$ cat src/rtl/imem_arbiter_pkg.sv
// imem_arbiter_pkg: state codes, port ids and the captured request
// bundle shared by the instruction-memory arbiter.
package imem_arbiter_pkg;

  localparam logic [1:0] ARB_IDLE  = 2'd0;
  localparam logic [1:0] ARB_ISSUE = 2'd1;
  localparam logic [1:0] ARB_WAIT  = 2'd2;

  localparam logic ARB_PORT_F = 1'b0;
  localparam logic ARB_PORT_D = 1'b1;

  typedef struct packed {
    logic        owner;
    logic        we;
    logic [31:0] addr;
    logic [31:0] wdata;
    logic [3:0]  be;
  } arb_req_t;

endpackage

$ cat src/rtl/imem_arbiter_if.sv
// imem_arbiter_if: fetch port, data port and memory side of the
// instruction-memory arbiter. slave = arbiter, master = environment.
interface imem_arbiter_if #(
  parameter int ADDR_WIDTH = 10
);
  logic                  f_req;
  logic [31:0]           f_addr;
  logic                  f_flush;
  logic                  f_gnt;
  logic                  f_rvalid;
  logic [31:0]           f_rdata;

  logic                  d_req;
  logic                  d_we;
  logic [31:0]           d_addr;
  logic [31:0]           d_wdata;
  logic [3:0]            d_be;
  logic                  d_gnt;
  logic                  d_rvalid;
  logic [31:0]           d_rdata;

  logic                  m_req;
  logic                  m_we;
  logic [ADDR_WIDTH-1:0] m_addr;
  logic [31:0]           m_wdata;
  logic [3:0]            m_be;
  logic                  m_rvalid;
  logic [31:0]           m_rdata;

  logic                  err;

  modport slave (
    input  f_req, f_addr, f_flush,
    input  d_req, d_we, d_addr, d_wdata, d_be,
    input  m_rvalid, m_rdata,
    output f_gnt, f_rvalid, f_rdata,
    output d_gnt, d_rvalid, d_rdata,
    output m_req, m_we, m_addr, m_wdata, m_be,
    output err
  );

  modport master (
    output f_req, f_addr, f_flush,
    output d_req, d_we, d_addr, d_wdata, d_be,
    output m_rvalid, m_rdata,
    input  f_gnt, f_rvalid, f_rdata,
    input  d_gnt, d_rvalid, d_rdata,
    input  m_req, m_we, m_addr, m_wdata, m_be,
    input  err
  );

endinterface

$ cat src/rtl/imem_arbiter.sv
// imem_arbiter: round-robin sharing of the single-port instruction
// memory between fetch (F) and data/loader (D), one access in flight.
module imem_arbiter
  import imem_arbiter_pkg::*;
#(
  parameter int ADDR_WIDTH = 10,
  parameter int TIMEOUT    = 64
) (
  input logic           clk,
  input logic           rst,
  imem_arbiter_if.slave bus
);

  localparam int TW = $clog2(TIMEOUT) + 1;
  localparam logic [TW-1:0] LAST_TICK = TW'(TIMEOUT - 1);

  logic [1:0]    state;
  logic          last_gnt;
  logic          owner;
  logic          we_q;
  logic          kill;
  logic [TW-1:0] timer;
  logic          idle;
  logic          f_win;
  logic          d_win;
  logic          f_drop;
  arb_req_t      sel;
  logic          unused_addr;

  assign idle  = (state == ARB_IDLE);
  assign f_win = idle & bus.f_req
               & (~bus.d_req | (last_gnt == ARB_PORT_D));
  assign d_win = idle & bus.d_req & ~f_win;

  assign bus.f_gnt = f_win;
  assign bus.d_gnt = d_win;

  assign f_drop = (owner == ARB_PORT_F) & bus.f_flush;

  always_comb begin
    sel = '{owner: ARB_PORT_F, we: 1'b0,
            addr: bus.f_addr, wdata: '0, be: 4'hF};
    unique case (1'b1)
      d_win:   sel = '{owner: ARB_PORT_D,
                       we: bus.d_we,
                       addr: bus.d_addr,
                       wdata: bus.d_wdata,
                       be: bus.d_we ? bus.d_be : 4'hF};
      f_win:   ;
      default: ;
    endcase
  end

  // Byte-offset and above-memory address bits carry no meaning here.
  assign unused_addr = ^{sel.addr[31:ADDR_WIDTH+2], sel.addr[1:0]};

  always_ff @(posedge clk) begin
    if (rst) begin
      state        <= ARB_IDLE;
      last_gnt     <= ARB_PORT_D;
      owner        <= ARB_PORT_F;
      we_q         <= 1'b0;
      kill         <= 1'b0;
      timer        <= '0;
      bus.m_req    <= 1'b0;
      bus.m_we     <= 1'b0;
      bus.m_addr   <= '0;
      bus.m_wdata  <= '0;
      bus.m_be     <= '0;
      bus.f_rvalid <= 1'b0;
      bus.f_rdata  <= '0;
      bus.d_rvalid <= 1'b0;
      bus.d_rdata  <= '0;
      bus.err      <= 1'b0;
    end else begin
      bus.m_req    <= 1'b0;
      bus.m_we     <= 1'b0;
      bus.f_rvalid <= 1'b0;
      bus.d_rvalid <= 1'b0;
      case (state)
        ARB_IDLE: begin
          if (f_win | d_win) begin
            state       <= ARB_ISSUE;
            owner       <= sel.owner;
            we_q        <= sel.we;
            last_gnt    <= sel.owner;
            bus.m_req   <= 1'b1;
            bus.m_we    <= sel.we;
            bus.m_addr  <= sel.addr[ADDR_WIDTH+1:2];
            bus.m_wdata <= sel.wdata;
            bus.m_be    <= sel.be;
          end
        end
        ARB_ISSUE: begin
          state <= we_q ? ARB_IDLE : ARB_WAIT;
          if (f_drop) kill <= 1'b1;
        end
        ARB_WAIT: begin
          timer <= timer + TW'(1);
          if (f_drop) kill <= 1'b1;
          if (bus.m_rvalid) begin
            state <= ARB_IDLE;
            timer <= '0;
            kill  <= 1'b0;
            if (owner == ARB_PORT_D) begin
              bus.d_rvalid <= 1'b1;
              bus.d_rdata  <= bus.m_rdata;
            end else if (!kill && !bus.f_flush) begin
              bus.f_rvalid <= 1'b1;
              bus.f_rdata  <= bus.m_rdata;
            end
          end else if (timer == LAST_TICK) begin
            state   <= ARB_IDLE;
            timer   <= '0;
            kill    <= 1'b0;
            bus.err <= 1'b1;
          end
        end
        default: state <= ARB_IDLE;
      endcase
    end
  end

endmodule

$ cat src/flat_wrapper.sv
// flat-port wrapper written by rule: the top's interface ports become plain ports
module imem_arbiter_flat import imem_arbiter_pkg::*;
#(
  parameter int ADDR_WIDTH = 10,
  parameter int TIMEOUT    = 64
)
  (clk, rst, bus_f_req, bus_f_addr, bus_f_flush, bus_d_req, bus_d_we, bus_d_addr, bus_d_wdata, bus_d_be, bus_m_rvalid, bus_m_rdata, bus_f_gnt, bus_f_rvalid, bus_f_rdata, bus_d_gnt, bus_d_rvalid, bus_d_rdata, bus_m_req, bus_m_we, bus_m_addr, bus_m_wdata, bus_m_be, bus_err);
  imem_arbiter_if #(.ADDR_WIDTH(ADDR_WIDTH)) bus_i ();
  input logic clk;
  input logic rst;
  input wire logic [$bits(bus_i.f_req)-1:0] bus_f_req;
  input wire logic [$bits(bus_i.f_addr)-1:0] bus_f_addr;
  input wire logic [$bits(bus_i.f_flush)-1:0] bus_f_flush;
  input wire logic [$bits(bus_i.d_req)-1:0] bus_d_req;
  input wire logic [$bits(bus_i.d_we)-1:0] bus_d_we;
  input wire logic [$bits(bus_i.d_addr)-1:0] bus_d_addr;
  input wire logic [$bits(bus_i.d_wdata)-1:0] bus_d_wdata;
  input wire logic [$bits(bus_i.d_be)-1:0] bus_d_be;
  input wire logic [$bits(bus_i.m_rvalid)-1:0] bus_m_rvalid;
  input wire logic [$bits(bus_i.m_rdata)-1:0] bus_m_rdata;
  output wire logic [$bits(bus_i.f_gnt)-1:0] bus_f_gnt;
  output wire logic [$bits(bus_i.f_rvalid)-1:0] bus_f_rvalid;
  output wire logic [$bits(bus_i.f_rdata)-1:0] bus_f_rdata;
  output wire logic [$bits(bus_i.d_gnt)-1:0] bus_d_gnt;
  output wire logic [$bits(bus_i.d_rvalid)-1:0] bus_d_rvalid;
  output wire logic [$bits(bus_i.d_rdata)-1:0] bus_d_rdata;
  output wire logic [$bits(bus_i.m_req)-1:0] bus_m_req;
  output wire logic [$bits(bus_i.m_we)-1:0] bus_m_we;
  output wire logic [$bits(bus_i.m_addr)-1:0] bus_m_addr;
  output wire logic [$bits(bus_i.m_wdata)-1:0] bus_m_wdata;
  output wire logic [$bits(bus_i.m_be)-1:0] bus_m_be;
  output wire logic [$bits(bus_i.err)-1:0] bus_err;
  assign bus_i.f_req = bus_f_req;
  assign bus_i.f_addr = bus_f_addr;
  assign bus_i.f_flush = bus_f_flush;
  assign bus_i.d_req = bus_d_req;
  assign bus_i.d_we = bus_d_we;
  assign bus_i.d_addr = bus_d_addr;
  assign bus_i.d_wdata = bus_d_wdata;
  assign bus_i.d_be = bus_d_be;
  assign bus_i.m_rvalid = bus_m_rvalid;
  assign bus_i.m_rdata = bus_m_rdata;
  assign bus_f_gnt = bus_i.f_gnt;
  assign bus_f_rvalid = bus_i.f_rvalid;
  assign bus_f_rdata = bus_i.f_rdata;
  assign bus_d_gnt = bus_i.d_gnt;
  assign bus_d_rvalid = bus_i.d_rvalid;
  assign bus_d_rdata = bus_i.d_rdata;
  assign bus_m_req = bus_i.m_req;
  assign bus_m_we = bus_i.m_we;
  assign bus_m_addr = bus_i.m_addr;
  assign bus_m_wdata = bus_i.m_wdata;
  assign bus_m_be = bus_i.m_be;
  assign bus_err = bus_i.err;
  imem_arbiter #(.ADDR_WIDTH(ADDR_WIDTH), .TIMEOUT(TIMEOUT)) u_core (.clk(clk), .rst(rst), .bus(bus_i));
endmodule
$ cat config.mk
export PLATFORM = sky130hd
export DESIGN_NAME = imem_arbiter_flat
export DESIGN_NICKNAME = d
export VERILOG_FILES = /design/src/rtl/imem_arbiter_pkg.sv /design/src/rtl/imem_arbiter_if.sv /design/src/rtl/imem_arbiter.sv /design/src/flat_wrapper.sv
export SDC_FILE = /design/constraint.sdc
export NUM_CORES = 1
export LEC_CHECK = 0
export ABC_AREA = 0
export BUFFER_PORTS_ARGS = -buffer_cell sky130_fd_sc_hd__buf_4
export CAP_MARGIN = 10
export CORE_ASPECT_RATIO = 1.2
export CORE_MARGIN = 3
export CORE_UTILIZATION = 46
export CTS_BUF_LIST = sky130_fd_sc_hd__clkbuf_4
export DETAILED_ROUTE_END_ITERATION = 10
export GPL_ROUTABILITY_DRIVEN = 0
export PLACE_DENSITY = 0.83
export SYNTH_ARGS = -nofsm -noshare
export SYNTH_HDL_FRONTEND = slang
export SYNTH_SLANG_ARGS = --single-unit
$ cat constraint.sdc
create_clock -name clk -period 1.99 [get_ports clk]
set_input_delay 0.199 -clock clk [delete_from_list [all_inputs] [get_ports clk]]
set_output_delay 0.199 -clock clk [all_outputs]
set_load 0.03 [all_outputs]
Yosys cells after proc, flatten, opt, wreduce, memory -nomap -nowiden
Index checks and enable logic that the tools add are counted.
{"block": "op_classes", "n_addsub": 1, "eq_ne": 5, "n_mux": 16, "n_bitwise": 14, "n_reduce_logical": 14}
{"operator": "$mux W70", "n": 1}
{"operator": "$mux W7", "n": 2}
{"operator": "$mux W2", "n": 4}
{"operator": "$add A7 B1 Y7 const B", "n": 1}
{"operator": "$eq A7 B6 Y1 const B", "n": 1}
{"operator": "$not A1 Y1", "n": 7}
{"operator": "$mux W1", "n": 6}
{"operator": "$pmux W2 S3", "n": 1}
{"operator": "$reduce_and A3 Y1", "n": 2}
{"operator": "$reduce_or A3 Y1", "n": 2}
{"operator": "$and A1 B1 Y1", "n": 5}
{"operator": "$mux W4", "n": 1}
{"operator": "$reduce_and A2 Y1", "n": 2}
{"operator": "$reduce_and A4 Y1", "n": 1}
{"operator": "$reduce_or A4 Y1", "n": 1}
{"operator": "$ne A3 B2 Y1 const B", "n": 1}
{"operator": "$eq A2 B1 Y1 const B", "n": 1}
{"operator": "$eq A2 B2 Y1 const B", "n": 1}
{"operator": "$logic_not A1 Y1", "n": 2}
{"operator": "$logic_not A2 Y1", "n": 1}
{"operator": "$ne A2 B2 Y1 const B", "n": 1}
{"operator": "$or A1 B1 Y1", "n": 2}
{"operator": "$pmux W1 S2", "n": 1}
{"operator": "$reduce_bool A2 Y1", "n": 1}
{"operator": "other kinds (2)", "n": 2}
{"block": "word_totals", "regBits": 128, "input_bits": 139}

Longest topological paths before layout
{"block": "depth", "word_depth": 8, "ltp_mapped": 9, "ltp_nobuf": 7}

Worst setup path before layout
Ideal clock, no wire load.
{"block": "synth_path", "path_kind": "register to register", "from": "reg u_core.state[0]", "to": "reg u_core.bus.f_rdata[10]", "arrival_ps": 1521, "required_time_ps": 1858, "path_slack_ps": 337, "path_stages_with_launch": 10, "period_less_slack_ps": 1653, "cell_sequence": "dfxtp_1 -> inv_1 -> ha_1 -> buf_4 -> nand2_1 -> or4_1 -> buf_2 -> buf_6 -> nand2_1 -> a21oi_1"}
{"block": "synth_between", "elab_chain_cells": 2}
{"element": "start: declaration", "line": "imem_arbiter.sv:17", "source": "logic [1:0] state;"}
{"element": "start signal: assignment", "line": "imem_arbiter.sv:95", "source": "state <= we_q ? ARB_IDLE : ARB_WAIT;"}
{"element": "$eq A2 B2 Y1", "line": "imem_arbiter.sv:80", "source": "case (state)"}
{"element": "$reduce_and A4 Y1 (no line)"}
{"element": "end signal: assignment", "line": "imem_arbiter.sv:110", "source": "bus.f_rdata <= bus.m_rdata;"}
{"element": "end: declaration", "line": "imem_arbiter_if.sv:36", "source": "output f_gnt, f_rvalid, f_rdata,"}
Every way passes these cells.
A chain may end at the register's enable or synchronous reset.

Worst setup path after layout
{"block": "layout_path", "from": "reg u_core.state[0]", "to": "out bus_d_gnt"}
{"block": "layout_between", "elab_chain_cells": 5}
{"element": "$logic_not A2 Y1 *", "line": "imem_arbiter.sv:30", "source": "assign idle = (state == ARB_IDLE);"}
{"element": "$and A1 B1 Y1", "line": "imem_arbiter.sv:31", "source": "assign f_win = idle & bus.f_req"}
{"element": "$and A1 B1 Y1", "line": "imem_arbiter.sv:32", "source": "& (~bus.d_req | (last_gnt == ARB_PORT_D));"}
{"element": "$not A1 Y1", "line": "imem_arbiter.sv:33", "source": "assign d_win = idle & bus.d_req & ~f_win;"}
{"element": "$and A1 B1 Y1 *", "line": "imem_arbiter.sv:33"}
{"element": "end: declaration", "line": "flat_wrapper.sv:24", "source": "output wire logic [$bits(bus_i.d_gnt)-1:0] bus_d_gnt;"}
Mark *: on every way between the ends. The rest lies on a longest branch, timed or not.

==> impl_metrics.json <==
{
  "hp-class": "in -> reg",
  "r2r_slack_ns": 0.20,
  "cts_inserted_buffers": 17,
  "dieArea_um2": 11170,
  "start_kind": "flop",
  "placementRows": 39,
  "grt_max_degree": 52,
  "synth_edf_count": 0,
  "async_flop_share_pct": 0,
  "grt-ovfl-total": 0,
  "power_switching_mw": 1.928,
  "fmax_mhz": 531.1,
  "comb_power_share_pct": 24.9,
  "outcome": "finished clean",
  "setup_violations": 0,
  "chipWidth_um": 96.97,
  "clockPowerShare_pct": 28.1,
  "path_max_fanout": 3,
  "slew_viol_final": 0,
  "netlist-cell-type-count": 34,
  "syn_area_per_cell_um2": 8.785,
  "ys_warn_count": 0,
  "power_per_cell_area_nw_per_um2": 810.1,
  "synthAdderAreaFrac_pct": 1.369,
  "crit_arrival_ns": 1.68,
  "portBuffers": 211,
  "cap_viol_max_count": 0,
  "fin_nets": 964,
  "critPathRequiredTime_ns": 1.79,
  "finClkSkew_ns": 0.01457,
  "synth_area_um2": 4568,
  "dr.pass1.iters": 5,
  "synth_nets": 664,
  "yosysTopAreaCell": "dfxtp_1",
  "antenna_found_initial": 0,
  "clock_path_buffers": 2,
  "synth_compound_area_share_pct": 18.43,
  "clkTransAtPathRegs_ns": 0.11,
  "coreArea_um2": 9613,
  "synthSimpleGateAreaFrac_pct": 18.98,
  "ys_ff_latch": 128,
  "grt_pass1_vias": 5000,
  "fillerInstances": 576,
  "clkLatencyLatePin_ns": 0.51,
  "ios": 256,
  "grt_pass1_wl_mm": 24.29,
  "worstSetupEndpointType": "output pin",
  "p_int_mw": 4.136,
  "slew_headroom_pct": 47.90,
  "drive_gt1_share_pct": 32.17,
  "ant_nets": 0,
  "synth_common_cells": "nand2_1, dfxtp_1, a21oi_1",
  "tritoncts": "done",
  "period_share_pct": 94.62,
  "seq_area_frac_synth_pct": 56.09,
  "wl_mm": 15.43,
  "synthTopCellsByArea": "dfxtp_1, nand2_1, a21oi_1",
  "num_antenna_cells": 0,
  "p_sw_share_pct": 31.79,
  "p_seq_share_pct": 46.9,
  "tightest_slew_ns": 0.7796,
  "drcViolationCount": 0,
  "p_leak_nw": 3.247,
  "start_util_pct": 47.52,
  "synthToLayoutAreaGrowth_pct": 63.87,
  "multi_input_area_um2": 1833,
  "regArea_um2": 2565,
  "synthMuxAreaShare_pct": 0.6574,
  "finalPower_mw": 6.065,
  "root_buffer": "clkbuf_4",
  "critical_path_class": "reg -> out",
  "post-dp-hpwl_mm": 8.496,
  "htree_levels": 4,
  "ir_drop_mv": 0.5414,
  "viasPerCell": 5.285,
  "yosys.cell_count.top_type": "nand2_1",
  "cts.sinks": 128,
  "die_h_um": 115.2,
  "drt-wirelength-per-cell_um": 16.14,
  "grt_use_total_pct": 26.92,
  "fin_util_pct": 77.87,
  "yosysTopAreaCellShare_pct": 56.09,
  "synthCells": 520,
  "initialDrtViolationCount": 220,
  "hold_viol_final": 0,
  "synth-xor-area-share_pct": 0,
  "synth_top_family_by_area": "simple AND/OR/NAND/NOR gates",
  "synth_flop_cell": "dfxtp_1",
  "vias": 5052,
  "period_minus_slack_ns": 1.883
}
[state kept, by name (all words and copies together), names as in the netlist]
| signal | flops |
|---|---|
| u_core.we_q | 1 |
| u_core.bus.f_rdata | 32 |
| u_core.bus.d_rdata | 32 |
| u_core.state | 2 |
| u_core.bus.d_rvalid | 1 |
| u_core.bus.m_we | 1 |
| u_core.bus.m_wdata | 32 |
| u_core.bus.err | 1 |
| u_core.owner | 1 |
| u_core.bus.m_be | 4 |
| u_core.last_gnt | 1 |
| u_core.bus.m_req | 1 |
| u_core.kill | 1 |
| u_core.timer | 7 |
| u_core.bus.f_rvalid | 1 |
| u_core.bus.m_addr | 10 |
[logic make-up after synthesis]
logic type | Yosys count
AND/OR/NAND/NOR | 212
flip-flops | 128
adder cells (fa/ha/maj) | 5
AO/OA/AOI/OAI | 130
multiplexers | 3
buffers and inverters | 42
[area by class of cell]
cell class / instances / share of cell area (%)
tap: 123 / 2.056
timing repair buffer: 317 / 35.22
sequential: 128 / 34.26
clock inverter: 15 / 1.922
clock buffer: 17 / 1.705
inverter: 6 / 0.3510
multi-input combinational: 350 / 24.49
[what timing repair did]
item | 4_1_cts | 5_1_grt
hold endpoints to repair | 113 | 1
resized for setup | 7 | 3
hold buffers | 90 | 1
setup endpoints to repair | 35 | 1
buffers inserted | 1 | 3
[critical path: stages (launching register included)]
cell,delay [ns]
dfxtp_2,0.36
inv_2,0.06
ha_4,0.16
buf_4,0.13
nand2_2,0.06
a21o_1,0.14
clkinvlp_4,0.12
buf_6,0.15
[through the flow]
stage	hold WS (ns)	instance area, um2	cells	setup TNS [ns]	setup WS (ns)
after floorplan	0.3207	4568	520	0	0.3371
after global placement	0.4084	6243	829	-1.141	-0.03696
after detailed placement	0.4131	6243	829	-4.260	-0.1498
after CTS	0.02023	7441	952	0	0.002624
after global routing	0.03755	7486	956	-0.002113	-0.002113
final	0.07617	7486	956	0	0.1070
[power by group through the flow]
stage / combinational, mW / sequential [mW] / clock, mW
global route: 1.61 / 2.86 / 1.86
finish: 1.51 / 2.85 / 1.71
detailed placement: 1.26 / 2.89 / 0
CTS: 1.43 / 2.84 / 1.73
floorplan: 0.465 / 3.16 / 0
global placement: 1.23 / 2.88 / 0
[per-layer routing]
layer	global-route usage, %	share of wire (%)
met2	45.63	49
met5	0	0
met1	30.73	39
met4	10.86	2.5
met3	10.44	9.8
[path summary, 6_finish.rpt]
check	start	to	cells past startpoint
worst max-delay path	u_core.state[0]	bus_d_gnt	7
worst min-delay path	bus_f_flush	u_core.kill	3
worst max register to register	u_core.state[0]	u_core.bus.m_addr[3]	10
worst min register to register	u_core.bus.d_rdata[25]	u_core.bus.d_rdata[25]	2
[placed cells by master (no fill, tap or decap), types with 4 or more instances in the layout]
| cell type | Yosys | final |
|---|---|---|
| a22o_1 | 33 | 33 |
| nor2_1 | 28 | 27 |
| a311oi_1 | 10 | 10 |
| dfxtp_1 | 128 | 126 |
| nand2b_1 | 4 | 4 |
| nand3_1 | 5 | 5 |
| clkbuf_4 | 0 | 17 |
| nand2_1 | 158 | 157 |
| dlygate4sd3_1 | 0 | 91 |
| clkinv_1 | 0 | 4 |
| a21oi_1 | 72 | 72 |
| ha_1 | 5 | 4 |
| o21a_1 | 5 | 5 |
| buf_4 | 1 | 223 |
Power figures use the tool's default switching activity.
